[src/rtl/pe_pkg.sv]
// -----------------------------------------------------------------------------
// pe_pkg
// Shared definitions for the partial-sum accumulator:
//   - default lane geometry (integer/fraction/guard bits, derived DW and AW)
//   - cfg_ch_num width
//   - signed saturation limits as functions of the lane width
//   - FSM state type used by psum_acc
// Optional feature macro used by the block: PSUM_ACC_RELU_EN (see psum_sat).
// -----------------------------------------------------------------------------
package pe_pkg;

   localparam int DEF_IW = 24;
   localparam int DEF_FW = 8;
   localparam int DEF_GW = 8;
   localparam int DEF_DW = DEF_IW + DEF_FW;
   localparam int DEF_AW = DEF_DW + DEF_GW;

   localparam int CH_W = 16;

   typedef enum logic [1:0] {
      ST_IDLE = 2'd0,
      ST_ACC  = 2'd1,
      ST_OUT  = 2'd2
   } state_t;

   // Largest value representable in a dw-bit signed word (dw <= 63).
   function automatic longint sat_max(input int dw);
      return (longint'(1) <<< (dw - 1)) - longint'(1);
   endfunction

   // Smallest value representable in a dw-bit signed word (dw <= 63).
   function automatic longint sat_min(input int dw);
      return -(longint'(1) <<< (dw - 1));
   endfunction

endpackage

[src/rtl/psum_sat.sv]
// -----------------------------------------------------------------------------
// psum_sat
// Per-lane output stage: saturates an AW-bit two's complement accumulator
// value to the signed DW-bit range. With PSUM_ACC_RELU_EN defined, negative
// saturated results are additionally clamped to zero.
// Ports:
//   acc  in   AW  accumulator value (two's complement)
//   sat  out  DW  saturated (and optionally rectified) lane word
// Purely combinational; binary point position is untouched.
// -----------------------------------------------------------------------------
module psum_sat
   import pe_pkg::*;
#(
   parameter int DW = DEF_DW,
   parameter int AW = DEF_AW
) (
   input  logic [AW-1:0] acc,
   output logic [DW-1:0] sat
);

   // Limits sign-extended to accumulator width so the compares are exact.
   localparam logic signed [AW-1:0] MAX_V = AW'(sat_max(DW));
   localparam logic signed [AW-1:0] MIN_V = AW'(sat_min(DW));

   logic [DW-1:0] clip;

   // NOTE: every branch assigns clip, so no latch is inferred.
   always_comb begin
      if ($signed(acc) > MAX_V) begin
         clip = MAX_V[DW-1:0];
      end else if ($signed(acc) < MIN_V) begin
         clip = MIN_V[DW-1:0];
      end else begin
         clip = acc[DW-1:0];
      end
   end

`ifdef PSUM_ACC_RELU_EN
   assign sat = clip[DW-1] ? '0 : clip;
`else
   assign sat = clip;
`endif

endmodule

[src/rtl/psum_acc.sv]
// -----------------------------------------------------------------------------
// psum_acc
// Accumulates cfg_ch_num beats of packed per-lane products coming from a 1x1
// PE and presents the per-lane saturated sums on a valid/ready output.
// Optional macro: PSUM_ACC_RELU_EN (negative results clamp to zero).
// Ports:
//   clk         in   1            rising-edge clock
//   rst         in   1            synchronous active-high reset
//   start       in   1            start a job (only honoured in IDLE)
//   cfg_ch_num  in   16           beats per job, latched at start (0 -> 1)
//   in_valid    in   1            res_i beat valid
//   in_ready    out  1            beat accepted when in_valid && in_ready
//   res_i       in   OUTPUT_NUM*DW  packed signed lane products
//   out_valid   out  1            acc_o valid, held until out_ready
//   out_ready   in   1            downstream accepts acc_o
//   acc_o       out  OUTPUT_NUM*DW  packed saturated lane sums
//   busy        out  1            state is not IDLE
//   done        out  1            one-cycle pulse after output handshake
// -----------------------------------------------------------------------------
module psum_acc
   import pe_pkg::*;
#(
   parameter int OUTPUT_NUM = 7,
   parameter int IW         = DEF_IW,
   parameter int FW         = DEF_FW,
   parameter int GW         = DEF_GW
) (
   input  logic                           clk,
   input  logic                           rst,
   input  logic                           start,
   input  logic [CH_W-1:0]                cfg_ch_num,
   input  logic                           in_valid,
   output logic                           in_ready,
   input  logic [OUTPUT_NUM*(IW+FW)-1:0]  res_i,
   output logic                           out_valid,
   input  logic                           out_ready,
   output logic [OUTPUT_NUM*(IW+FW)-1:0]  acc_o,
   output logic                           busy,
   output logic                           done
);

   localparam int DW = IW + FW;
   localparam int AW = DW + GW;

   state_t state, state_nxt;

   logic [CH_W-1:0] ch_num;
   logic [CH_W-1:0] beat_cnt;
   logic            accept;
   logic            first_beat;
   logic            last_beat;

   logic [OUTPUT_NUM-1:0][AW-1:0] acc_q;
   logic [OUTPUT_NUM-1:0][AW-1:0] acc_nxt;
   logic [OUTPUT_NUM*DW-1:0]      sat_w;

   assign accept     = in_valid && in_ready;
   assign first_beat = (beat_cnt == '0);
   // Widened by one bit so a full 16-bit count cannot wrap in the compare.
   assign last_beat  = (({1'b0, beat_cnt} + 17'd1) == {1'b0, ch_num});

   // Per-lane datapath: first beat loads, later beats add; the guard bits
   // absorb growth so nothing wraps before the saturation stage.
   for (genvar k = 0; k < OUTPUT_NUM; k++) begin : g_lane
      logic [DW-1:0] lane;
      logic [AW-1:0] lane_ext;

      assign lane     = res_i[k*DW +: DW];
      assign lane_ext = {{GW{lane[DW-1]}}, lane};
      assign acc_nxt[k] = first_beat ? lane_ext : acc_q[k] + lane_ext;

      // The saturator sees the post-add value so acc_o can be registered on
      // the same edge that accepts the final beat.
      psum_sat #(
         .DW (DW),
         .AW (AW)
      ) u_sat (
         .acc (acc_nxt[k]),
         .sat (sat_w[k*DW +: DW])
      );
   end

   // Next-state and handshake outputs.
   always_comb begin
      state_nxt = state;
      in_ready  = 1'b0;
      out_valid = 1'b0;
      busy      = 1'b1;
      case (state)
         ST_IDLE: begin
            busy = 1'b0;
            if (start) state_nxt = ST_ACC;
         end
         ST_ACC: begin
            in_ready = 1'b1;
            if (accept && last_beat) state_nxt = ST_OUT;
         end
         ST_OUT: begin
            out_valid = 1'b1;
            if (out_ready) state_nxt = ST_IDLE;
         end
         default: begin
            state_nxt = ST_IDLE;
         end
      endcase
   end

   // NOTE: sequential state uses non-blocking assignments only; the
   // accumulators are cleared on reset as well so an aborted job leaves no
   // residue for the next one.
   always_ff @(posedge clk) begin
      if (rst) begin
         state    <= ST_IDLE;
         ch_num   <= '0;
         beat_cnt <= '0;
         acc_q    <= '0;
         acc_o    <= '0;
         done     <= 1'b0;
      end else begin
         state <= state_nxt;
         done  <= (state == ST_OUT) && out_ready;

         if ((state == ST_IDLE) && start) begin
            ch_num   <= (cfg_ch_num == '0) ? CH_W'(1) : cfg_ch_num;
            beat_cnt <= '0;
         end

         if (accept) begin
            acc_q    <= acc_nxt;
            beat_cnt <= beat_cnt + CH_W'(1);
            if (last_beat) acc_o <= sat_w;
         end
      end
   end

endmodule

[config.mk]
export PLATFORM = sky130hd
export DESIGN_NAME = psum_acc
export DESIGN_NICKNAME = d
export VERILOG_FILES = /design/src/rtl/pe_pkg.sv /design/src/rtl/psum_sat.sv /design/src/rtl/psum_acc.sv
export SDC_FILE = /design/constraint.sdc
export NUM_CORES = 2
export LEC_CHECK = 0
export ABC_AREA = 1
export CELL_PAD_IN_SITES_DETAIL_PLACEMENT = 1
export CELL_PAD_IN_SITES_GLOBAL_PLACEMENT = 2
export CORE_MARGIN = 2
export CORE_UTILIZATION = 28
export CTS_CLUSTER_SIZE = 40
export DETAILED_ROUTE_END_ITERATION = 12
export GPL_ROUTABILITY_DRIVEN = 0
export HOLD_SLACK_MARGIN = 0.12
export PLACE_DENSITY = 0.87
export SLEW_MARGIN = 20
export SYNTH_ARGS = -nofsm -noshare
export SYNTH_HDL_FRONTEND = slang
export SYNTH_SLANG_ARGS = --single-unit
[constraint.sdc]
create_clock -name clk -period 2.8 [get_ports clk]
set_input_delay 0.42 -clock clk [delete_from_list [all_inputs] [get_ports clk]]
set_output_delay 0.42 -clock clk [all_outputs]
set_load 0.03 [all_outputs]
; ---- Yosys cells after proc, flatten, opt, wreduce, memory -nomap -nowiden
; Index checks and enable logic that the tools add are counted.
; Widths: inputs -> output; s select.
[op_classes]
add_sub_neg = 9
magnitude_cmp = 14
n_eq_ne = 6
muxes = 31
n_reduce_logical = 10
[op_table]
columns = cell, count
row1 = $mux 32, 14
row2 = $add 40x40->40, 7
row3 = $gt 40x32->1 const B, 7
row4 = $lt 40x32->1 const B, 7
row5 = $mux 40, 7
row6 = $mux 16, 3
row7 = $logic_not 16->1, 2
row8 = $add 16x1->17 const B, 1
row9 = $eq 17x16->1, 1
row10 = $add 16x1->16 const B, 1
row11 = $mux 2, 3
row12 = $ne 2x2->1 const B, 3
row13 = $pmux 2 s3, 1
row14 = $logic_and 1x1->1, 4
row15 = $mux 1, 3
row16 = $reduce_and 3->1, 1
row17 = $eq 2x1->1 const B, 1
row18 = $eq 2x2->1 const B, 1
row19 = $logic_not 2->1, 1
row20 = $reduce_and 2->1, 1
row21 = $reduce_bool 2->1, 1
[totals]
register_bits = 539
input_bits = 245
output_inout_bits = 228
word_cells = 82

; ---- Depth between registers and ports, before layout
[depth]
depth_word = 6
depth_mapped = 23
mapped_depth_nobuf = 22

; ---- Hierarchy
; A second synthesis with hierarchy kept.
[unflattened]
cells_unflattened = 8570
area_unflattened_um2 = 48679.2
[modules_own_cells]
columns = module, instances, cells_each, area_per_inst_um2, seq_area_each_um2
row1 = psum_acc, 1, 7954, 45736.4, 10790.3
row2 = psum_sat, 7, 88, 420.4, 0.0

; ---- Worst setup path before layout
; Ideal clock, no wire load.
[synth_path]
path_type = input -> register
startpoint = in res_i[192]
endpoint = reg acc_o[195]
setup_ps = 132
arrival_time_ps = 2738
required_time_ps = 2668
path_slack_ps = -70
cell_stages = 23
n_path_buf = 1
path_cell_list = ha_1 fa_1 nand2_1 inv_1 nand2_1 nand3_1 nand2_1 nand2_1 nand2_1 nand2_1 nand2_1 nand2_1 nand2_1 nand2_1 nand2_1 nand3_1 nor2_1 nand2_1 nand2_1 clkbuf_1 nand2_1 nand2_1 a21oi_1
[synth_between]
elab_chain_len = 5
word_cells_on_any_way = 6
cone_classes = add/sub (1) / order compare (2) / mux (3)
[synth_lines]
columns = element, line_no
row1 = start: declaration, psum_acc.sv:34  ; input logic [OUTPUT_NUM*(IW+FW)-1:0] res_i,
row2 = $add 40x40->40, psum_acc.sv:70  ; assign acc_nxt[k] = first_beat ? lane_ext : acc_q[k] + lane_ext;
row3 = $mux 40 *, psum_acc.sv:70
row4 = $lt 40x32->1, psum_sat.sv:31  ; end else if ($signed(acc) < MIN_V) begin
row5 = $mux 32, psum_sat.sv:31
row6 = $mux 32 *, psum_sat.sv:29  ; if ($signed(acc) > MAX_V) begin
row7 = end signal: assignment, psum_acc.sv:131  ; if (last_beat) acc_o <= sat_w;
row8 = end: declaration, psum_acc.sv:37  ; output logic [OUTPUT_NUM*(IW+FW)-1:0] acc_o,
; Every way passes the cells marked *; elsewhere a longest branch is shown, timed or not.
; A chain may end at the register's enable or synchronous reset.

; ---- Worst setup path after layout
[layout_path]
startpoint = reg beat_cnt[0]
endpoint = reg acc_o[104]
[layout_between]
elab_chain_len = 5
word_cells_on_any_way = 9
cone_classes = add/sub (1) / order compare (2) / eq/ne (1) / mux (3) / reduce/logical (2)
[layout_lines]
columns = element, line_no
row1 = start: declaration, psum_acc.sv:48  ; logic [CH_W-1:0] beat_cnt;
row2 = start signal: assignment, psum_acc.sv:130  ; beat_cnt <= beat_cnt + CH_W'(1);
row3 = $logic_not 16->1, psum_acc.sv:58  ; assign first_beat = (beat_cnt == '0);
row4 = $mux 40, psum_acc.sv:70
row5 = $lt 40x32->1, psum_sat.sv:31
row6 = $mux 32, psum_sat.sv:31
row7 = $mux 32, psum_sat.sv:29
; Several ways; a longest one is shown, not always the timed one.

==> impl_metrics.yaml <==
clock_network:
  cts_hold_buf: 0
  cts_buffers: 70
  htree_num_levels: 3
  clk_path_buf_depth: 3
  cts_sinks: 539
  clkTransAtPathRegs_ns: 0.06
  root_buffer: "clkbuf_16"
  clock_latency_ns: 0.70
  cts_tree: "yes"
synthesis:
  synth-compound-area-share_pct: 22.7
  ys_types: 45
  netlist_area_um2: 40700
  synth_edf_count: 0
  yosysWarnings: 0
  ys.flop_type: "dfxtp_1"
  synth_xor_xnor_area_share_pct: 4.62
  async_flop_share_pct: 0
  synthAdderAreaFrac_pct: 8.80
  synthCells: 6587
  synth_simple_gate_area_share_pct: 28.9
  synth_top_family_by_area: "simple AND/OR/NAND/NOR gates"
  synth_seq_cells: 539
  synth_seq_area_share_pct: 26.5
  synthMuxAreaShare_pct: 0.172
  synth.avg_cell_area_um2: 6.18
  synth_nets: 7114
sta:
  setup_viol: 213
  finalHoldViolCount: 0
  rsz0062_at_grt: "true"
  report.final.slew_viol_count: 0
  fin_crit_sh_pct: 105
  fin_skew_ns: 0.0404
  fmax_mhz: 341
  setup_ws_ns: -0.135
  final.min_clock_period_ns: 2.94
  worstMarginPinSlew_ns: 0.941
  slew_headroom_pct: 37.2
die:
  fp.dieH_um: 385
  fp.dieW_um: 385
  core_um2: 144000
  pin_count: 473
  start_util_pct: 28.3
  num_rows: 139
  die-area_um2: 148000
layout:
  fin_util_pct: 43.9
  multi_input_area_um2: 31000
  seq_area_um2: 10800
  layout-drive-gt1-share_pct: 26.8
  areaGrowthSynthToFinish_pct: 55.2
  final_cell_count_no_fill: 9916
  fillers: 18122
  layout.nets: 8479
  stdcell_area_um2: 63100
routing:
  drcViolationCount: 0
  routed_wl_mm: 199
  drtIter0Drc: 2324
  wl_per_cell_um: 20.0
  route.vias.total: 50762
  dr.pass1.iters: 5
  via_per_inst: 5.12
  ant_nets: 0
grt:
  first_global_vias: 52843
  antenna_found_initial: 16
  grt_overflow_total: 0
  grt_max_degree: 159
  grt_pass1_wl_mm: 290
  grtUsageTotal_pct: 24.4
setup_path:
  crit_slowest_cell: "dfxtp_4"
  critical_path.max_stage_delay_ns: 0.38
  cp_max_fo: 8
  path_delay_family: "simple AND/OR/NAND/NOR gates"
  cp_num_buf_inv: 5
  r2r_cells: 16
  endpoint_kind: "register"
  cpMostUsedCell: "nand4_1"
  path_class: "register to register"
  cp_num_cells: 16
  required_ns: 3.34
  crit_chain: "ha_4, nand4_1, buf_4, buf_6, nand2_4, xor2_2, nand4_1, nor2_1, nand4_1, nor2_2, nand4_4, buf_12, a21oi_4, buf_6, clkbuf_16, a21oi_1"
  crit_arrival_ns: 3.48
  cp-start-kind: "register"
placement:
  dp.cells: 9683
  place_area_um2: 54800
  place_ws_ns: -0.942
  hpwl_mm: 142
  io_buffers: 472
run_status:
  violations: "setup timing"
  status: "finished with violations"
hold_path:
  hold_class: "input port to register"
  holdPathStages: 4
power_and_ir_drop:
  power_density_nw_per_um2: 432
  vdd_drop_max_mv: 0.423
  p_leak_nw: 28.3
run:
  maxCapViolCount: 0
-- worst paths after layout --
path | start | end | slack, ns
max reg2reg | beat_cnt[0] | acc_o[104] | -0.14
min reg2reg | acc_o[127] | acc_o[127] | 0.46
max | beat_cnt[0] | acc_o[104] | -0.14
min | rst | acc_o[205] | 0.20
-- layout by cell type, fill, tap and decap left out, drive strengths merged, types with 15 or more instances in the layout --
master	Yosys	layout
o21a	19	19
a31oi	50	50
or2	16	16
inv	624	628
dfxtp	539	539
clkbuf	209	116
nand3b	15	15
nor2	632	632
clkdlybuf4s50	0	470
nand2	1794	1794
nor3	41	41
nand3	335	335
a21o	16	16
o21ai	748	748
a21oi	801	801
nor4	26	26
nand4	35	35
buf	47	1058
o211ai	60	60
xnor2	136	136
xor2	75	75
clkinv	2	20
ha	275	275
o21bai	50	50
-- per-stage QoR --
step	hold slack [ns]	total power [mW]	TNS, ns
after global routing	0.197	28.7	-49.60
after detailed placement	0.458	16.7	-218.24
after floorplan	0.453	12.7	0
final	0.200	27.3	-17.15
after CTS	0.207	26.4	-4.36
after global placement	0.454	16.5	-195.75
-- synthesized netlist by cell type, types with 39 or more instances --
library cell	number	area share (%)
ha_1	275	8.5
o21ai_0	743	9.1
inv_1	620	5.7
o21bai_1	50	0.92
clkbuf_1	209	1.9
a31oi_1	50	0.77
a21oi_1	797	9.8
o211ai_1	60	1.1
xnor2_1	136	2.9
xor2_1	74	1.6
nor2_1	630	5.8
nor3_1	39	0.48
dfxtp_1	539	27
nand3_1	334	4.1
nand2_1	1794	17
-- logic make-up after synthesis --
logic type | after synthesis
AOI/OAI and AO/OA | 1754
xor gates and xnor gates | 212
adders and majority gates | 282
buffers and inverters | 882
DFF | 539
muxes | 7
and+or+nand+nor | 2911
-- metal layers --
metal	up-vias	part of all wire (%)	track usage, %
met5	-	0.045	0
met4	12	3.9	8.55
met3	398	4.6	4.03
met2	1069	49	43.0
met1	24702	42	29.8
li1	24581	-	-
-- power breakdown --
part           total [mW]  switching (mW)  internal [mW]
clock network        9.30            3.97           5.33
logic                9.77            5.52           4.24
registers            8.23           0.240           7.99
total                27.3            9.74           17.6
-- worst register-to-register path: stages, from the launching register on --
cell	delay, ns
dfxtp_4	0.38
ha_4	0.14
nand4_1	0.18
buf_4	0.21
buf_6	0.12
nand2_4	0.07
xor2_2	0.17
nand4_1	0.12
nor2_1	0.10
nand4_1	0.12
nor2_2	0.19
nand4_4	0.21
buf_12	0.23
a21oi_4	0.15
buf_6	0.15
clkbuf_16	0.18
a21oi_1	0.07
-- registers in the layout, summed over array words and instances (netlist names) --
name,cells
ch_num,16
acc_o,224
state,2
done,1
beat_cnt,16
acc_q,280
-- final cells by class --
class | instances | share of cell area [%]
Antenna cell | 8 | 0.0317
Timing Repair Buffer | 1549 | 22.5
Multi-Input combinational cell | 5166 | 49.2
Sequential cell | 539 | 17.1
Clock inverter | 29 | 0.424
Tap cell | 1903 | 3.77
Clock buffer | 96 | 3.19
Inverter | 626 | 3.74
-- what timing repair did --
action,in CTS,in global routing
buffers inserted,48,27
pin swaps,42,140
setup endpoints to repair,223,228
resized for setup,317,920
cloned,15,24
Power figures use the tool's default switching activity.
